===== src/rtl/demodulation_pkg.sv =====
// Shared types and constants for the ten-segment demodulation decision block.
// Holds FSM state encoding, segment count and scan index width.
package demodulation_pkg;

  localparam int NUM_SEG = 10;
  localparam int IDX_W   = 4;

  typedef logic [IDX_W-1:0] seg_idx_t;

  localparam seg_idx_t LAST_IDX = seg_idx_t'(NUM_SEG - 1);

  typedef enum logic [1:0] {
    ST_IDLE = 2'd0,
    ST_SCAN = 2'd1,
    ST_DONE = 2'd2
  } state_t;

endpackage


===== src/rtl/demodulation_segment_decision_if.sv =====
// Segment capture / decision result bundle; master is the upstream/consumer side,
// slave is the decision block. Result is held until ack, so no other backpressure.
interface demodulation_segment_decision_if #(
  parameter int SEG_W = 32
);
  import demodulation_pkg::*;

  logic             start;
  logic             in_valid;
  logic             ack;
  logic [SEG_W-1:0] segment_0;
  logic [SEG_W-1:0] segment_1;
  logic [SEG_W-1:0] segment_2;
  logic [SEG_W-1:0] segment_3;
  logic [SEG_W-1:0] segment_4;
  logic [SEG_W-1:0] segment_5;
  logic [SEG_W-1:0] segment_6;
  logic [SEG_W-1:0] segment_7;
  logic [SEG_W-1:0] segment_8;
  logic [SEG_W-1:0] segment_9;

  seg_idx_t         decision;
  logic [SEG_W-1:0] peak;
  logic [SEG_W-1:0] margin;
  logic             erasure;
  logic             valid;
  logic             busy;

  modport master (
    output start, in_valid, ack,
    output segment_0, segment_1, segment_2, segment_3, segment_4,
    output segment_5, segment_6, segment_7, segment_8, segment_9,
    input  decision, peak, margin, erasure, valid, busy
  );

  modport slave (
    input  start, in_valid, ack,
    input  segment_0, segment_1, segment_2, segment_3, segment_4,
    input  segment_5, segment_6, segment_7, segment_8, segment_9,
    output decision, peak, margin, erasure, valid, busy
  );

endinterface


===== src/rtl/demodulation_segment_decision_max_tracker.sv =====
// Running best / second-best tracker; exposes next-state values so the caller can
// latch the final result on the same edge that processes the last segment.
module demodulation_max_tracker
  import demodulation_pkg::*;
#(
  parameter int SEG_W = 32
) (
  input  logic             clk,
  input  logic             reset,
  input  logic             i_clear,
  input  logic             i_update,
  input  logic [SEG_W-1:0] i_value,
  input  seg_idx_t         i_idx,
  output logic [SEG_W-1:0] o_best,
  output logic [SEG_W-1:0] o_second,
  output seg_idx_t         o_best_idx
);

  logic [SEG_W-1:0] r_best;
  logic [SEG_W-1:0] r_second;
  seg_idx_t         r_best_idx;

  // Strict > keeps the lower index on ties; an equal value still lands in second.
  always_comb begin
    o_best     = r_best;
    o_second   = r_second;
    o_best_idx = r_best_idx;
    if (i_clear) begin
      o_best     = '0;
      o_second   = '0;
      o_best_idx = '0;
    end else if (i_update) begin
      if (i_value > r_best) begin
        o_best     = i_value;
        o_best_idx = i_idx;
        o_second   = r_best;
      end else if (i_value >= r_second) begin
        o_second = i_value;
      end
    end
  end

  always_ff @(posedge clk or posedge reset) begin
    if (reset) begin
      r_best     <= '0;
      r_second   <= '0;
      r_best_idx <= '0;
    end else begin
      r_best     <= o_best;
      r_second   <= o_second;
      r_best_idx <= o_best_idx;
    end
  end

endmodule


===== src/rtl/demodulation_segment_decision.sv =====
// Snapshots ten segment metrics, scans one per cycle (valid 10 cycles after capture)
// and holds decision/peak/margin/erasure until ack; start low aborts and clears.
module demodulation_segment_decision
  import demodulation_pkg::*;
#(
  parameter int               SEG_W    = 32,
  parameter logic [SEG_W-1:0] MIN_PEAK = '0
) (
  input  logic clk,
  input  logic reset,
  demodulation_segment_decision_if.slave bus
);

  state_t           r_state;
  state_t           w_state_nxt;
  seg_idx_t         r_idx;
  logic [SEG_W-1:0] r_snap [NUM_SEG];
  logic [SEG_W-1:0] w_seg_in [NUM_SEG];

  seg_idx_t         r_decision;
  logic [SEG_W-1:0] r_peak;
  logic [SEG_W-1:0] r_margin;
  logic             r_erasure;
  logic             r_valid;
  logic             r_busy;

  logic             w_capture;
  logic             w_update;
  logic             w_last;
  logic             w_clear;
  logic [SEG_W-1:0] w_best;
  logic [SEG_W-1:0] w_second;
  seg_idx_t         w_best_idx;
  logic [SEG_W:0]   w_peak_diff;

  assign w_seg_in[0] = bus.segment_0;
  assign w_seg_in[1] = bus.segment_1;
  assign w_seg_in[2] = bus.segment_2;
  assign w_seg_in[3] = bus.segment_3;
  assign w_seg_in[4] = bus.segment_4;
  assign w_seg_in[5] = bus.segment_5;
  assign w_seg_in[6] = bus.segment_6;
  assign w_seg_in[7] = bus.segment_7;
  assign w_seg_in[8] = bus.segment_8;
  assign w_seg_in[9] = bus.segment_9;

  assign w_update = (r_state == ST_SCAN) && bus.start;
  assign w_last   = (r_state == ST_SCAN) && (r_idx == LAST_IDX);
  assign w_clear  = w_capture || !bus.start;

  always_comb begin
    w_state_nxt = r_state;
    w_capture   = 1'b0;
    if (!bus.start) begin
      w_state_nxt = ST_IDLE;
    end else begin
      unique case (r_state)
        ST_IDLE: if (bus.in_valid) begin
          w_state_nxt = ST_SCAN;
          w_capture   = 1'b1;
        end
        ST_SCAN: if (w_last) w_state_nxt = ST_DONE;
        ST_DONE: if (bus.ack) w_state_nxt = ST_IDLE;
        default: w_state_nxt = ST_IDLE;
      endcase
    end
  end

  always_ff @(posedge clk or posedge reset) begin
    if (reset) r_state <= ST_IDLE;
    else       r_state <= w_state_nxt;
  end

  demodulation_max_tracker #(
    .SEG_W (SEG_W)
  ) u_tracker (
    .clk        (clk),
    .reset      (reset),
    .i_clear    (w_clear),
    .i_update   (w_update),
    .i_value    (r_snap[r_idx]),
    .i_idx      (r_idx),
    .o_best     (w_best),
    .o_second   (w_second),
    .o_best_idx (w_best_idx)
  );

  // Borrow out of a one-bit-wider subtract is exactly peak < MIN_PEAK.
  assign w_peak_diff = {1'b0, w_best} - {1'b0, MIN_PEAK};

  always_ff @(posedge clk or posedge reset) begin
    if (reset) begin
      r_idx      <= '0;
      r_snap     <= '{default: '0};
      r_decision <= '0;
      r_peak     <= '0;
      r_margin   <= '0;
      r_erasure  <= 1'b0;
      r_valid    <= 1'b0;
      r_busy     <= 1'b0;
    end else begin
      r_busy  <= (w_state_nxt == ST_SCAN);
      r_valid <= (w_state_nxt == ST_DONE);
      if (w_capture) begin
        r_snap <= w_seg_in;
        r_idx  <= '0;
      end else if (!bus.start) begin
        r_idx <= '0;
      end else if (w_update && !w_last) begin
        r_idx <= r_idx + 1'b1;
      end
      if (!bus.start) begin
        r_decision <= '0;
        r_peak     <= '0;
        r_margin   <= '0;
        r_erasure  <= 1'b0;
      end else if (w_update && w_last) begin
        r_decision <= w_best_idx;
        r_peak     <= w_best;
        r_margin   <= w_best - w_second;
        r_erasure  <= w_peak_diff[SEG_W];
      end
    end
  end

  assign bus.decision = r_decision;
  assign bus.peak     = r_peak;
  assign bus.margin   = r_margin;
  assign bus.erasure  = r_erasure;
  assign bus.valid    = r_valid;
  assign bus.busy     = r_busy;

endmodule


===== src/flat_wrapper.sv =====
// flat-port wrapper written by rule: the top's interface ports become plain ports
module demodulation_segment_decision_flat import demodulation_pkg::*;
#(
  parameter int               SEG_W    = 32,
  parameter logic [SEG_W-1:0] MIN_PEAK = '0
)
  (clk, reset, bus_start, bus_in_valid, bus_ack, bus_segment_0, bus_segment_1, bus_segment_2, bus_segment_3, bus_segment_4, bus_segment_5, bus_segment_6, bus_segment_7, bus_segment_8, bus_segment_9, bus_decision, bus_peak, bus_margin, bus_erasure, bus_valid, bus_busy);
  demodulation_segment_decision_if #(.SEG_W(SEG_W)) bus_i ();
  input  logic clk;
  input  logic reset;
  input wire logic [$bits(bus_i.start)-1:0] bus_start;
  input wire logic [$bits(bus_i.in_valid)-1:0] bus_in_valid;
  input wire logic [$bits(bus_i.ack)-1:0] bus_ack;
  input wire logic [$bits(bus_i.segment_0)-1:0] bus_segment_0;
  input wire logic [$bits(bus_i.segment_1)-1:0] bus_segment_1;
  input wire logic [$bits(bus_i.segment_2)-1:0] bus_segment_2;
  input wire logic [$bits(bus_i.segment_3)-1:0] bus_segment_3;
  input wire logic [$bits(bus_i.segment_4)-1:0] bus_segment_4;
  input wire logic [$bits(bus_i.segment_5)-1:0] bus_segment_5;
  input wire logic [$bits(bus_i.segment_6)-1:0] bus_segment_6;
  input wire logic [$bits(bus_i.segment_7)-1:0] bus_segment_7;
  input wire logic [$bits(bus_i.segment_8)-1:0] bus_segment_8;
  input wire logic [$bits(bus_i.segment_9)-1:0] bus_segment_9;
  output wire logic [$bits(bus_i.decision)-1:0] bus_decision;
  output wire logic [$bits(bus_i.peak)-1:0] bus_peak;
  output wire logic [$bits(bus_i.margin)-1:0] bus_margin;
  output wire logic [$bits(bus_i.erasure)-1:0] bus_erasure;
  output wire logic [$bits(bus_i.valid)-1:0] bus_valid;
  output wire logic [$bits(bus_i.busy)-1:0] bus_busy;
  assign bus_i.start = bus_start;
  assign bus_i.in_valid = bus_in_valid;
  assign bus_i.ack = bus_ack;
  assign bus_i.segment_0 = bus_segment_0;
  assign bus_i.segment_1 = bus_segment_1;
  assign bus_i.segment_2 = bus_segment_2;
  assign bus_i.segment_3 = bus_segment_3;
  assign bus_i.segment_4 = bus_segment_4;
  assign bus_i.segment_5 = bus_segment_5;
  assign bus_i.segment_6 = bus_segment_6;
  assign bus_i.segment_7 = bus_segment_7;
  assign bus_i.segment_8 = bus_segment_8;
  assign bus_i.segment_9 = bus_segment_9;
  assign bus_decision = bus_i.decision;
  assign bus_peak = bus_i.peak;
  assign bus_margin = bus_i.margin;
  assign bus_erasure = bus_i.erasure;
  assign bus_valid = bus_i.valid;
  assign bus_busy = bus_i.busy;
  demodulation_segment_decision #(.SEG_W(SEG_W), .MIN_PEAK(MIN_PEAK)) u_core (.clk(clk), .reset(reset), .bus(bus_i));
endmodule

===== config.mk =====
export PLATFORM = sky130hd
export DESIGN_NAME = demodulation_segment_decision_flat
export DESIGN_NICKNAME = d
export VERILOG_FILES = /design/src/rtl/demodulation_pkg.sv /design/src/rtl/demodulation_segment_decision_if.sv /design/src/rtl/demodulation_segment_decision_max_tracker.sv /design/src/rtl/demodulation_segment_decision.sv /design/src/flat_wrapper.sv
export SDC_FILE = /design/constraint.sdc
export NUM_CORES = 1
export LEC_CHECK = 0
export CORE_ASPECT_RATIO = 0.9
export CORE_MARGIN = 2
export CORE_UTILIZATION = 49
export CTS_CLUSTER_DIAMETER = 60
export DETAILED_ROUTE_END_ITERATION = 8
export GPL_TIMING_DRIVEN = 0
export PLACE_DENSITY = 0.77
export SYNTH_ARGS = -nofsm -noshare
export SYNTH_HDL_FRONTEND = slang
export SYNTH_SLANG_ARGS = --single-unit

===== constraint.sdc =====
create_clock -name clk -period 16.1 [get_ports clk]
set_input_delay 2.415 -clock clk [delete_from_list [all_inputs] [get_ports clk]]
set_output_delay 2.415 -clock clk [all_outputs]
set_load 0.05 [all_outputs]

==> summary.md, run 1 <==
| Metric | Value |
|---|---|
| Leak | `13.1 nW` |
| Critical path arrival | `10.35 ns` |
| FILL cells | `3617` |
| Post-layout minimum cycle time | `9.90 ns` |
| Ys flop type | `dfrtp_1` |
| Reg2Reg Launch Point | `u_core.r_idx[0]$_DFFE_PP0P_` |
| Routed wire length | `79600 microns` |
| Initial antenna violation count | `30` |
| CP max stage cell | `buf_1` |
| XOR/XNOR share of the synthesized area | `0.0121` |
| Setup bufs post-CTS | `0` |
| Clk buf depth | `3` |
| Crit path from | `u_core.r_idx[0]$_DFFE_PP0P_` |
| Most frequent cells in the layout | `dfrtp_1, clkdlybuf4s50_1, mux2_2, nor2_1, a21oi_1` |
| Core box area | `48000 sq um` |
| Pin count of the biggest net entering global routing | `127` |
| Antenna-violating nets left | `0` |
| I/O Pins | `396` |
| Fin cells | `3137` |
| Global-route wire length before repair | `119000 microns` |
| Via density | `5.97` |
| Die area | `50500 sq um` |
| Worst Path Buf+Inv | `6` |
| Residual DRC | `0` |
| P per Cell Area | `124 nW/um^2` |
| Clock root buffer | `clkbuf_16` |
| Grt ovf | `0` |
| Syn_nets | `2420` |
| Crit share post-route | `0.615` |
| Cells after synthesis | `1998` |
| Final Util | `0.635` |
| Maximum achievable frequency | `101 MHz` |
| R2R cell count | `30` |
| Hold Violations, Final | `0` |
| Inserted Clock Buffers | `50` |
| Worst-Margin Slew | `1.20 ns` |
| Crit path kind | `flop to flop` |
| Most common cell after layout, fill and taps aside | `dfrtp_1` |
| GPL Wtd Cong | `0.936` |
| Routed WL per cell | `25.4 microns` |
| Hold path cells | `2` |
| Dominant cell type by area after synthesis | `dfrtp_1` |
| Worst hold path type | `flop to flop` |
| Die Ht | `213 microns` |
| R2r setup slk | `6.20 ns` |
| Worst setup endpoint | `u_core.bus.margin[31]$_DFFE_PP0P_` |
| Clock Skews | `0.0301 ns` |
| Cell Area, Synth | `23900 sq um` |
| Row cnt | `76` |
| Status | `completed` |
| Final Net Count | `2870` |
| Required @ worst endpoint | `16.55 ns` |
| H-tree Lvls | `2` |
| Endpoints failing setup | `0` |
| Max-Slew Margin vs Limit | `0.200` |
| Hold slack | `0.476 ns` |
| DIE WIDTH | `237 microns` |
| DP HPWL | `60100 microns` |
| Type of origin of the critical path | `flop` |
| CTS tree | `yes` |
| Sequential-to-total area share from yosys stat | `0.486` |
| P&R area growth vs syn | `27.7%` |
| Warnings, synthesis | `0` |
| Detailed-route via count | `18.7k` |
| Avg Synthesized Cell Area | `11.9 sq um` |
| Async SR Flop Fraction | `1.00` |
| Largest family of logic cells by synthesized area | `multiplexers` |
| Slowest stage delay, CP | `0.92 ns` |
| Fin. max-slew vios | `0` |
| Worst setup EP type | `flop` |
| Footprint of the multi-input gates | `11400 sq um` |
| Crit path depth | `30` |
| DR iter-0 viols | `1575` |
| Unrepaired setup endpoints after global routing | `no` |
| Synth Register Bits | `464` |
| CTS sink cnt | `464` |
| DR pass1 iterations | `7` |
| Synth area leaders | `dfrtp_1, mux2_2, mux4_2` |
| Most frequent CP cell | `buf_1` |
| GRT Total Usage | `0.316` |
| Synth cell types | `65` |
| Area share of the largest cell type after synthesis | `0.486` |
| Reg2reg end | `u_core.bus.margin[31]$_DFFE_PP0P_` |
| VDD IR max | `0.0876 mV` |
| Vias in the first global route | `19.3k` |
| CTS resizes | `0` |
| Delay-heaviest family, CP | `buffers and inverters` |
| Share of layout cells above drive strength 1 | `0.209` |
| Clock slew at reported path FFs | `0.07 ns` |
| Adder-cell share of the synthesized area | `0.0512` |
| Register Area | `11600 sq um` |
| Multiplexer share of the synthesized area | `0.253` |
| EDFF count, synth | `0` |
| Maxcap violations | `0` |
| Post-CTS Hold Buffers | `0` |
| Initial Util | `0.497` |
| Sum Neg Setup Slack | `0 ns` |
| Worst skew pair latency | `0.63 ns` |
| CP Max Fanout | `10` |
| Synth Area in Compound Gates | `0.0965` |
| I/O Buffers | `394` |
| Post-synthesis simple-gate area fraction | `0.0638` |
| Placed instance count | `3020` |
-- layer usage --
layer	GRT usage	share of wire	up-vias
met5	0	0.00074	-
met4	0.143	0.040	8
met3	0.0676	0.083	173
met2	0.503	0.47	873
met1	0.420	0.41	9512
li1	-	-	8163
-- registers in the layout, summed over array words and instances (netlist names) --
name / count
u_core.bus.margin: 32
u_core.u_tracker.r_best: 32
u_core.bus.decision: 4
u_core.u_tracker.r_best_idx: 4
u_core.u_tracker.r_second: 32
u_core.bus.busy: 1
u_core.r_snap: 320
u_core.bus.valid: 1
u_core.bus.peak: 32
u_core.r_state: 2
u_core.r_idx: 4
-- worst reg2reg max path: cells and delay by family, from the launching register on --
kind	cells	cell delay [ns]
flip-flops	1	0.38
AO/OA/AOI/OAI	12	2.03
XOR/XNOR	1	0.16
adder cells (fa/ha/maj)	2	0.73
AND/OR/NAND/NOR	7	1.62
buffers and inverters	6	3.76
multiplexers	2	1.04
-- cell families after synthesis --
family                   after synthesis
other                                  1
multiplexers                         479
AO/OA/AOI/OAI                        358
XOR/XNOR                              33
flip-flops                           464
buffers and inverters                232
AND/OR/NAND/NOR                      334
adder cells (fa/ha/maj)               97
-- cell usage after synthesis (5+ instances only) --
library cell / number
a211o_1: 6
nor2b_1: 7
inv_1: 103
o22ai_1: 32
dfrtp_1: 464
o21bai_1: 5
nor2_1: 125
mux2_2: 354
a221oi_1: 30
nand4_1: 19
o21a_1: 7
nand3_1: 11
o21ai_0: 62
nor3_1: 9
xnor2_1: 22
mux4_2: 64
a21oi_1: 117
xor2_1: 11
nand2_1: 111
ha_1: 96
a21o_1: 20
clkbuf_1: 107
nand2b_1: 37
mux2i_1: 61
o31ai_1: 36
buf_1: 16
-- how the worst min path moves through the flow --
stage / from / endpoint / slack (ns)
global route: u_core.bus.peak[3]$_DFFE_PP0P_ / u_core.bus.peak[3]$_DFFE_PP0P_ / 0.50
detailed placement: u_core.bus.peak[30]$_DFFE_PP0P_ / u_core.bus.peak[30]$_DFFE_PP0P_ / 0.47
floorplan: u_core.u_tracker.r_best_idx[1]$_DFF_PP0_ / u_core.u_tracker.r_best_idx[1]$_DFF_PP0_ / 0.47
finish: u_core.bus.peak[30]$_DFFE_PP0P_ / u_core.bus.peak[30]$_DFFE_PP0P_ / 0.48
global placement: u_core.bus.margin[31]$_DFFE_PP0P_ / u_core.bus.margin[31]$_DFFE_PP0P_ / 0.47
CTS: u_core.bus.peak[30]$_DFFE_PP0P_ / u_core.bus.peak[30]$_DFFE_PP0P_ / 0.48
-- power breakdown --
part           switching (mW)  internal (mW)
clock network           0.519          0.696
registers               0.113           1.36
logic                   0.578          0.529
total                    1.21           2.58
-- stage by stage --
stage          area, sq um  power, mW  worst slack [ns]
2_1_floorplan        23900       2.19             0.746
3_3_place_gp         28600       2.52             -4.31
3_5_place_dp         28700       2.57              6.36
4_1_cts              30400       3.78              6.32
5_1_grt              30500       3.95              5.47
6_report             30500       3.79              6.20
-- final cells by class --
type	count	share of cell area
tap	624	0.0256
clock inverter	24	0.0105
clock buffer	66	0.0457
buffer	128	0.0160
antenna	27	0.00222
sequential	464	0.381
timing repair buffer	398	0.133
inverter	104	0.0130
multi-input combinational	1302	0.373
No activity file was read; power rests on OpenSTA's default activity.
==> run 2, diff against run 1 <==
--- a/config.mk
+++ b/config.mk
@@ -7,11 +7,11 @@
 export LEC_CHECK = 0
 export CORE_ASPECT_RATIO = 0.9
 export CORE_MARGIN = 2
-export CORE_UTILIZATION = 49
+export CORE_UTILIZATION = 54
 export CTS_CLUSTER_DIAMETER = 60
 export DETAILED_ROUTE_END_ITERATION = 8
 export GPL_TIMING_DRIVEN = 0
-export PLACE_DENSITY = 0.77
+export PLACE_DENSITY = 0.81
 export SYNTH_ARGS = -nofsm -noshare
 export SYNTH_HDL_FRONTEND = slang
 export SYNTH_SLANG_ARGS = --single-unit
==> constraint.sdc (replaced) <==
create_clock -name clk -period 10.2 [get_ports clk]
set_input_delay 1.53 -clock clk [delete_from_list [all_inputs] [get_ports clk]]
set_output_delay 1.53 -clock clk [all_outputs]
set_load 0.05 [all_outputs]
==> run 2 against run 1 <==
- count of clock-buffer cells in the layout shrank 3
- flip-flop and latch count is the same
- critical path depth grew 1
- clock power grew 55%
- combinational power grew 59%
- largest cell class unchanged
- highest routed layer unchanged
==> summary.md, run 2 (same netlist as run 1, synthesis figures left out) <==
| Metric | Value |
|---|---|
| Worst setup EP type | `flop` |
| Most frequent cells in the layout | `dfrtp_1, clkdlybuf4s50_1, mux2_2, nor2_1, a21oi_1` |
| DR pass1 iterations | `6` |
| Register with the most flip-flops | `u_core.r_snap` |
| Register Area | `11600 sq um` |
| Clock Skews | `0.0299 ns` |
| Power, Total | `5.99 mW` |
| P per Cell Area | `196 nW/um^2` |
| Post-CTS Hold Buffers | `0` |
| Met2 WL | `37300 microns` |
| Initial Util | `0.543` |
| Row cnt | `73` |
| Routed wire length | `81200 microns` |
| Setup bufs post-CTS | `0` |
| Critical path arrival | `10.18 ns` |
| Required @ worst endpoint | `10.66 ns` |
| Footprint of the multi-input gates | `11400 sq um` |
| Clock root buffer | `clkbuf_16` |
| CP max stage cell | `buf_1` |
| Initial antenna violation count | `29` |
| Register share of total power | `0.390` |
| H-tree Lvls | `2` |
| Inserted Clock Buffers | `48` |
| Slowest stage delay, CP | `0.78 ns` |
| Worst-Margin Slew | `1.15 ns` |
| I/O Buffers | `394` |
| Vias in the first global route | `19.7k` |
| I/O Pins | `396` |
| CTS sink cnt | `464` |
| Die Ht | `203 microns` |
| Int Pwr | `4.07 mW` |
| Fin cells | `3122` |
| VDD IR max | `0.157 mV` |
| Antenna-violating nets left | `0` |
| Maximum achievable frequency | `103 MHz` |
| GRT Total Usage | `0.354` |
| DR iter-0 viols | `1714` |
| Worst skew pair latency | `0.62 ns` |
| Unrepaired setup endpoints after global routing | `no` |
| Final Net Count | `2876` |
| Combinational power share | `0.294` |
| GPL Wtd Cong | `0.935` |
| Metal-1 WL | `32700 microns` |
| Max-Slew Margin vs Limit | `0.230` |
| Post-DP Area | `28800 sq um` |
| Residual DRC | `0` |
| Sum Neg Setup Slack | `0 ns` |
| Clk buf depth | `3` |
| Die area | `45900 sq um` |
| Most common cell after layout, fill and taps aside | `dfrtp_1` |
| Fin. max-slew vios | `0` |
| FILL cells | `3090` |
| Metal3 WL | `6840 microns` |
| Total net switching power | `1.91 mW` |
| Pin count of the biggest net entering global routing | `45` |
| Endpoints failing setup | `0` |
| Worst hold path type | `flop to flop` |
| Clock power frac | `0.316` |
| Status | `completed` |
| Grt ovf | `0` |
| Clock slew at reported path FFs | `0.07 ns` |
| CP Max Fanout | `10` |
| Crit path kind | `flop to flop` |
| Post-layout minimum cycle time | `9.72 ns` |
| Routed WL per cell | `26.0 microns` |
| CTS tree | `yes` |
| Share of layout cells above drive strength 1 | `0.214` |
| CTS resizes | `0` |
| Crit share post-route | `0.953` |
| Maxcap violations | `0` |
| Core box area | `43900 sq um` |
| Leak | `13.1 nW` |
| Placed instance count | `3004` |
| P&R area growth vs syn | `28.1%` |
| Type of origin of the critical path | `flop` |
| DIE WIDTH | `226 microns` |
| Highest Signal Layer | `met5` |
| Hold Violations, Final | `0` |
| Switching Share | `0.319` |
| Global-route wire length before repair | `121000 microns` |
| Max reg flops | `320` |
| Via density | `6.15` |
| Detailed-route via count | `19.2k` |
| DP HPWL | `61000 microns` |
| Final Util | `0.696` |
| Fin area | `30600 sq um` |
## run 2: cell types whose count changed in the layout (fill, tap and decap cells not counted), sizes merged
cell / before / now
inv: 107 / 104
diode: 27 / 31
clkinv: 13 / 15
clkdlybuf4s15: 0 / 1
buf: 25 / 29
bufinv: 5 / 6
## run 2: final timing paths
kind                       cells past startpoint  slack, ns                       startpoint                                 to
max                                           31       0.48      u_core.r_idx[1]$_DFFE_PP0P_  u_core.bus.margin[31]$_DFFE_PP0P_
min                                            2       0.48  u_core.bus.peak[30]$_DFFE_PP0P_    u_core.bus.peak[30]$_DFFE_PP0P_
max reg2reg                                   31       0.48      u_core.r_idx[1]$_DFFE_PP0P_  u_core.bus.margin[31]$_DFFE_PP0P_
min reg2reg                                    2       0.48  u_core.bus.peak[30]$_DFFE_PP0P_    u_core.bus.peak[30]$_DFFE_PP0P_
max in group asynchronous                      7       7.26                            reset  u_core.bus.margin[15]$_DFFE_PP0P_
min in group asynchronous                      2       1.29                            reset     u_core.r_snap[256]$_DFFE_PP0P_
## run 2: power by group through the flow
stage / clock, mW / sequential (mW) / combinational [mW]
after floorplan: 0 / 2.31 / 1.15
after detailed placement: 0 / 2.35 / 1.71
after CTS: 1.89 / 2.33 / 1.73
after global routing: 1.98 / 2.36 / 1.88
final: 1.89 / 2.34 / 1.76
after global placement: 0 / 2.33 / 1.65
## run 2: cell type report
type                            instances  share of cell area
Antenna cell                           31             0.00254
Buffer                                128              0.0164
Clock buffer                           63              0.0441
Clock inverter                         24              0.0106
Inverter                              104              0.0129
Multi-Input combinational cell       1302               0.372
Sequential cell                       464               0.380
Tap cell                              600              0.0246
Timing Repair Buffer                  406               0.137
## run 2: stage by stage
stage          setup slack, ns  hold WS, ns
2_1_floorplan             2.39        0.472
3_3_place_gp            -0.445        0.467
3_5_place_dp             0.505        0.467
4_1_cts                  0.468        0.482
5_1_grt                  0.107        0.490
6_report                 0.481        0.477
## run 2: worst max-delay path: cells and delay by family, from the launching register on
family	cells	cell delay, ns
and+or+nand+nor	7	1.97
muxes	2	0.63
DFF	1	0.47
xor gates and xnor gates	1	0.15
adders and majority gates	2	0.70
AOI/OAI and AO/OA	14	2.95
buffers and inverters	5	2.69
## run 2: routing by layer
metal | vias up | track usage
met3 | 252 | 0.0686
li1 | 8181 | -
met4 | 2 | 0.189
met2 | 1034 | 0.549
met1 | 9738 | 0.475
met5 | - | 0
==> run 3, diff against run 2 <==
--- a/config.mk
+++ b/config.mk
@@ -10,8 +10,10 @@
 export CORE_UTILIZATION = 54
 export CTS_CLUSTER_DIAMETER = 60
 export DETAILED_ROUTE_END_ITERATION = 8
+export GPL_ROUTABILITY_DRIVEN = 0
 export GPL_TIMING_DRIVEN = 0
 export PLACE_DENSITY = 0.81
+export SKIP_CTS_REPAIR_TIMING = 1
 export SYNTH_ARGS = -nofsm -noshare
 export SYNTH_HDL_FRONTEND = slang
 export SYNTH_SLANG_ARGS = --single-unit
==> run 3 against run 2 <==
- critical endpoint unchanged
- flip-flop and latch count is the same
- sequential power is essentially flat
- combinational power is essentially flat
==> summary.md, run 3 (same netlist as run 1, synthesis figures left out) <==
| Metric | Value |
|---|---|
| Status | `completed` |
| Routed WL per cell | `25.6 microns` |
| Die area | `45900 sq um` |
| Clock Skews | `0.0263 ns` |
| Placed instance count | `3004` |
| CTS sink cnt | `464` |
| Hold path cells | `1` |
| Core box area | `43900 sq um` |
| Routed wire length | `79600 microns` |
| Clock slew at reported path FFs | `0.06 ns` |
| Antenna-violating nets left | `0` |
| Reg2reg end | `u_core.bus.margin[31]$_DFFE_PP0P_` |
| Die Ht | `203 microns` |
| Most frequent cells in the layout | `dfrtp_1, clkdlybuf4s50_1, mux2_2, nor2_1, a21oi_1` |
| Initial antenna violation count | `27` |
| DIE WIDTH | `226 microns` |
| Register with the most flip-flops | `u_core.r_snap` |
| Crit share post-route | `0.949` |
| Fin. max-slew vios | `0` |
| CTS tree | `yes` |
| Worst setup EP type | `flop` |
| Final WS setup | `0.515 ns` |
| Crit path from | `u_core.r_idx[0]$_DFFE_PP0P_` |
| VDD IR max | `0.146 mV` |
| Global-route wire length before repair | `119000 microns` |
| Unrepaired setup endpoints after global routing | `no` |
| Metal-1 WL | `31100 microns` |
| Initial Util | `0.543` |
| Via density | `6.21` |
| Crit path kind | `flop to flop` |
| Slowest stage delay, CP | `0.76 ns` |
| DR iter-0 viols | `2006` |
| Leak | `13.1 nW` |
| Row cnt | `73` |
| Met2 WL | `36400 microns` |
| I/O Pins | `396` |
| GRT Total Usage | `0.348` |
| Final Net Count | `2876` |
| P per Cell Area | `197 nW/um^2` |
| Maximum achievable frequency | `103 MHz` |
| Hold Violations, Final | `0` |
| Detailed-route via count | `19.3k` |
| Residual DRC | `0` |
| Grt ovf | `0` |
| Pin count of the biggest net entering global routing | `45` |
| R2R cell count | `32` |
| Clk buf depth | `3` |
| CP Max Fanout | `10` |
| Most common cell after layout, fill and taps aside | `dfrtp_1` |
| Worst-Margin Slew | `1.10 ns` |
| Inserted Clock Buffers | `48` |
| I/O Buffers | `394` |
| R2r setup slk | `0.52 ns` |
| Power, Total | `6.05 mW` |
| Worst setup endpoint | `u_core.bus.margin[31]$_DFFE_PP0P_` |
| Endpoints failing setup | `0` |
| Max-Slew Margin vs Limit | `0.262` |
| H-tree Lvls | `2` |
| Required @ worst endpoint | `10.65 ns` |
| Max reg flops | `320` |
| Worst hold path type | `flop to flop` |
| Metal3 WL | `7780 microns` |
| Maxcap violations | `0` |
| DP HPWL | `59300 microns` |
| DR pass1 iterations | `5` |
| Post-layout minimum cycle time | `9.68 ns` |
| P&R area growth vs syn | `28.3%` |
| Reg2Reg Launch Point | `u_core.r_idx[0]$_DFFE_PP0P_` |
| Placement Setup Slack | `0.422 ns` |
| Fin cells | `3116` |
| Vias in the first global route | `19.7k` |
| Type of origin of the critical path | `flop` |
| Share of layout cells above drive strength 1 | `0.212` |
| Clock root buffer | `clkbuf_16` |
| Critical path arrival | `10.14 ns` |
| Highest Signal Layer | `met5` |
| Worst skew pair latency | `0.61 ns` |
| CP max stage cell | `clkdlybuf4s15_1` |
-- run 3: layer usage --
| layer | track usage | vias up |
|---|---|---|
| met5 | 0 | - |
| met4 | 0.187 | 6 |
| met3 | 0.0746 | 240 |
| met2 | 0.540 | 1110 |
| met1 | 0.461 | 9813 |
| li1 | - | 8172 |
-- run 3: how the worst min path moves through the flow --
| stage | startpoint | endpoint | slack (ns) |
|---|---|---|---|
| 2_1_floorplan | u_core.u_tracker.r_best_idx[1]$_DFF_PP0_ | u_core.u_tracker.r_best_idx[1]$_DFF_PP0_ | 0.47 |
| 3_3_place_gp | u_core.bus.peak[1]$_DFFE_PP0P_ | u_core.bus.peak[1]$_DFFE_PP0P_ | 0.46 |
| 3_5_place_dp | u_core.bus.margin[29]$_DFFE_PP0P_ | u_core.bus.margin[29]$_DFFE_PP0P_ | 0.46 |
| 4_1_cts | u_core.bus.margin[29]$_DFFE_PP0P_ | u_core.bus.margin[29]$_DFFE_PP0P_ | 0.48 |
| 5_1_grt | u_core.bus.margin[6]$_DFFE_PP0P_ | u_core.bus.margin[6]$_DFFE_PP0P_ | 0.51 |
| 6_report | u_core.bus.margin[29]$_DFFE_PP0P_ | u_core.bus.margin[29]$_DFFE_PP0P_ | 0.47 |
-- run 3: critical path, delay by kind of cell, from the launching register on --
| family | cells | cell delay, ns |
|---|---|---|
| compound gates | 14 | 2.84 |
| buf+inv | 6 | 2.78 |
| mux | 2 | 0.74 |
| fa+ha+maj | 2 | 0.70 |
| flops | 1 | 0.40 |
| xor+xnor | 1 | 0.13 |
| simple gates | 7 | 1.90 |
-- run 3: through the flow --
stage	utilization	cell area [sq um]	hold WS (ns)	setup TNS [ns]
after detailed placement	0.656	28800	0.465	0
after global routing	0.697	30600	0.510	0
after floorplan	-	23900	0.472	0
after CTS	0.696	30600	0.478	0
final	0.697	30600	0.471	0
after global placement	0.650	28600	0.464	-136.66
-- run 3: final cells by class --
cell class	count	area, sq um
clock buffer	69	1410
timing repair buffer	406	4180
sequential	464	11600
multi-input combinational	1302	11400
fill	3058	13300
clock inverter	18	340
inverter	104	394
tap	600	751
buffer	128	500
antenna	25	62.6
-- run 3: where the power goes --
part           internal, mW  switching [mW]
sequential             2.14           0.185
clock                  1.17           0.781
combinational         0.842           0.926
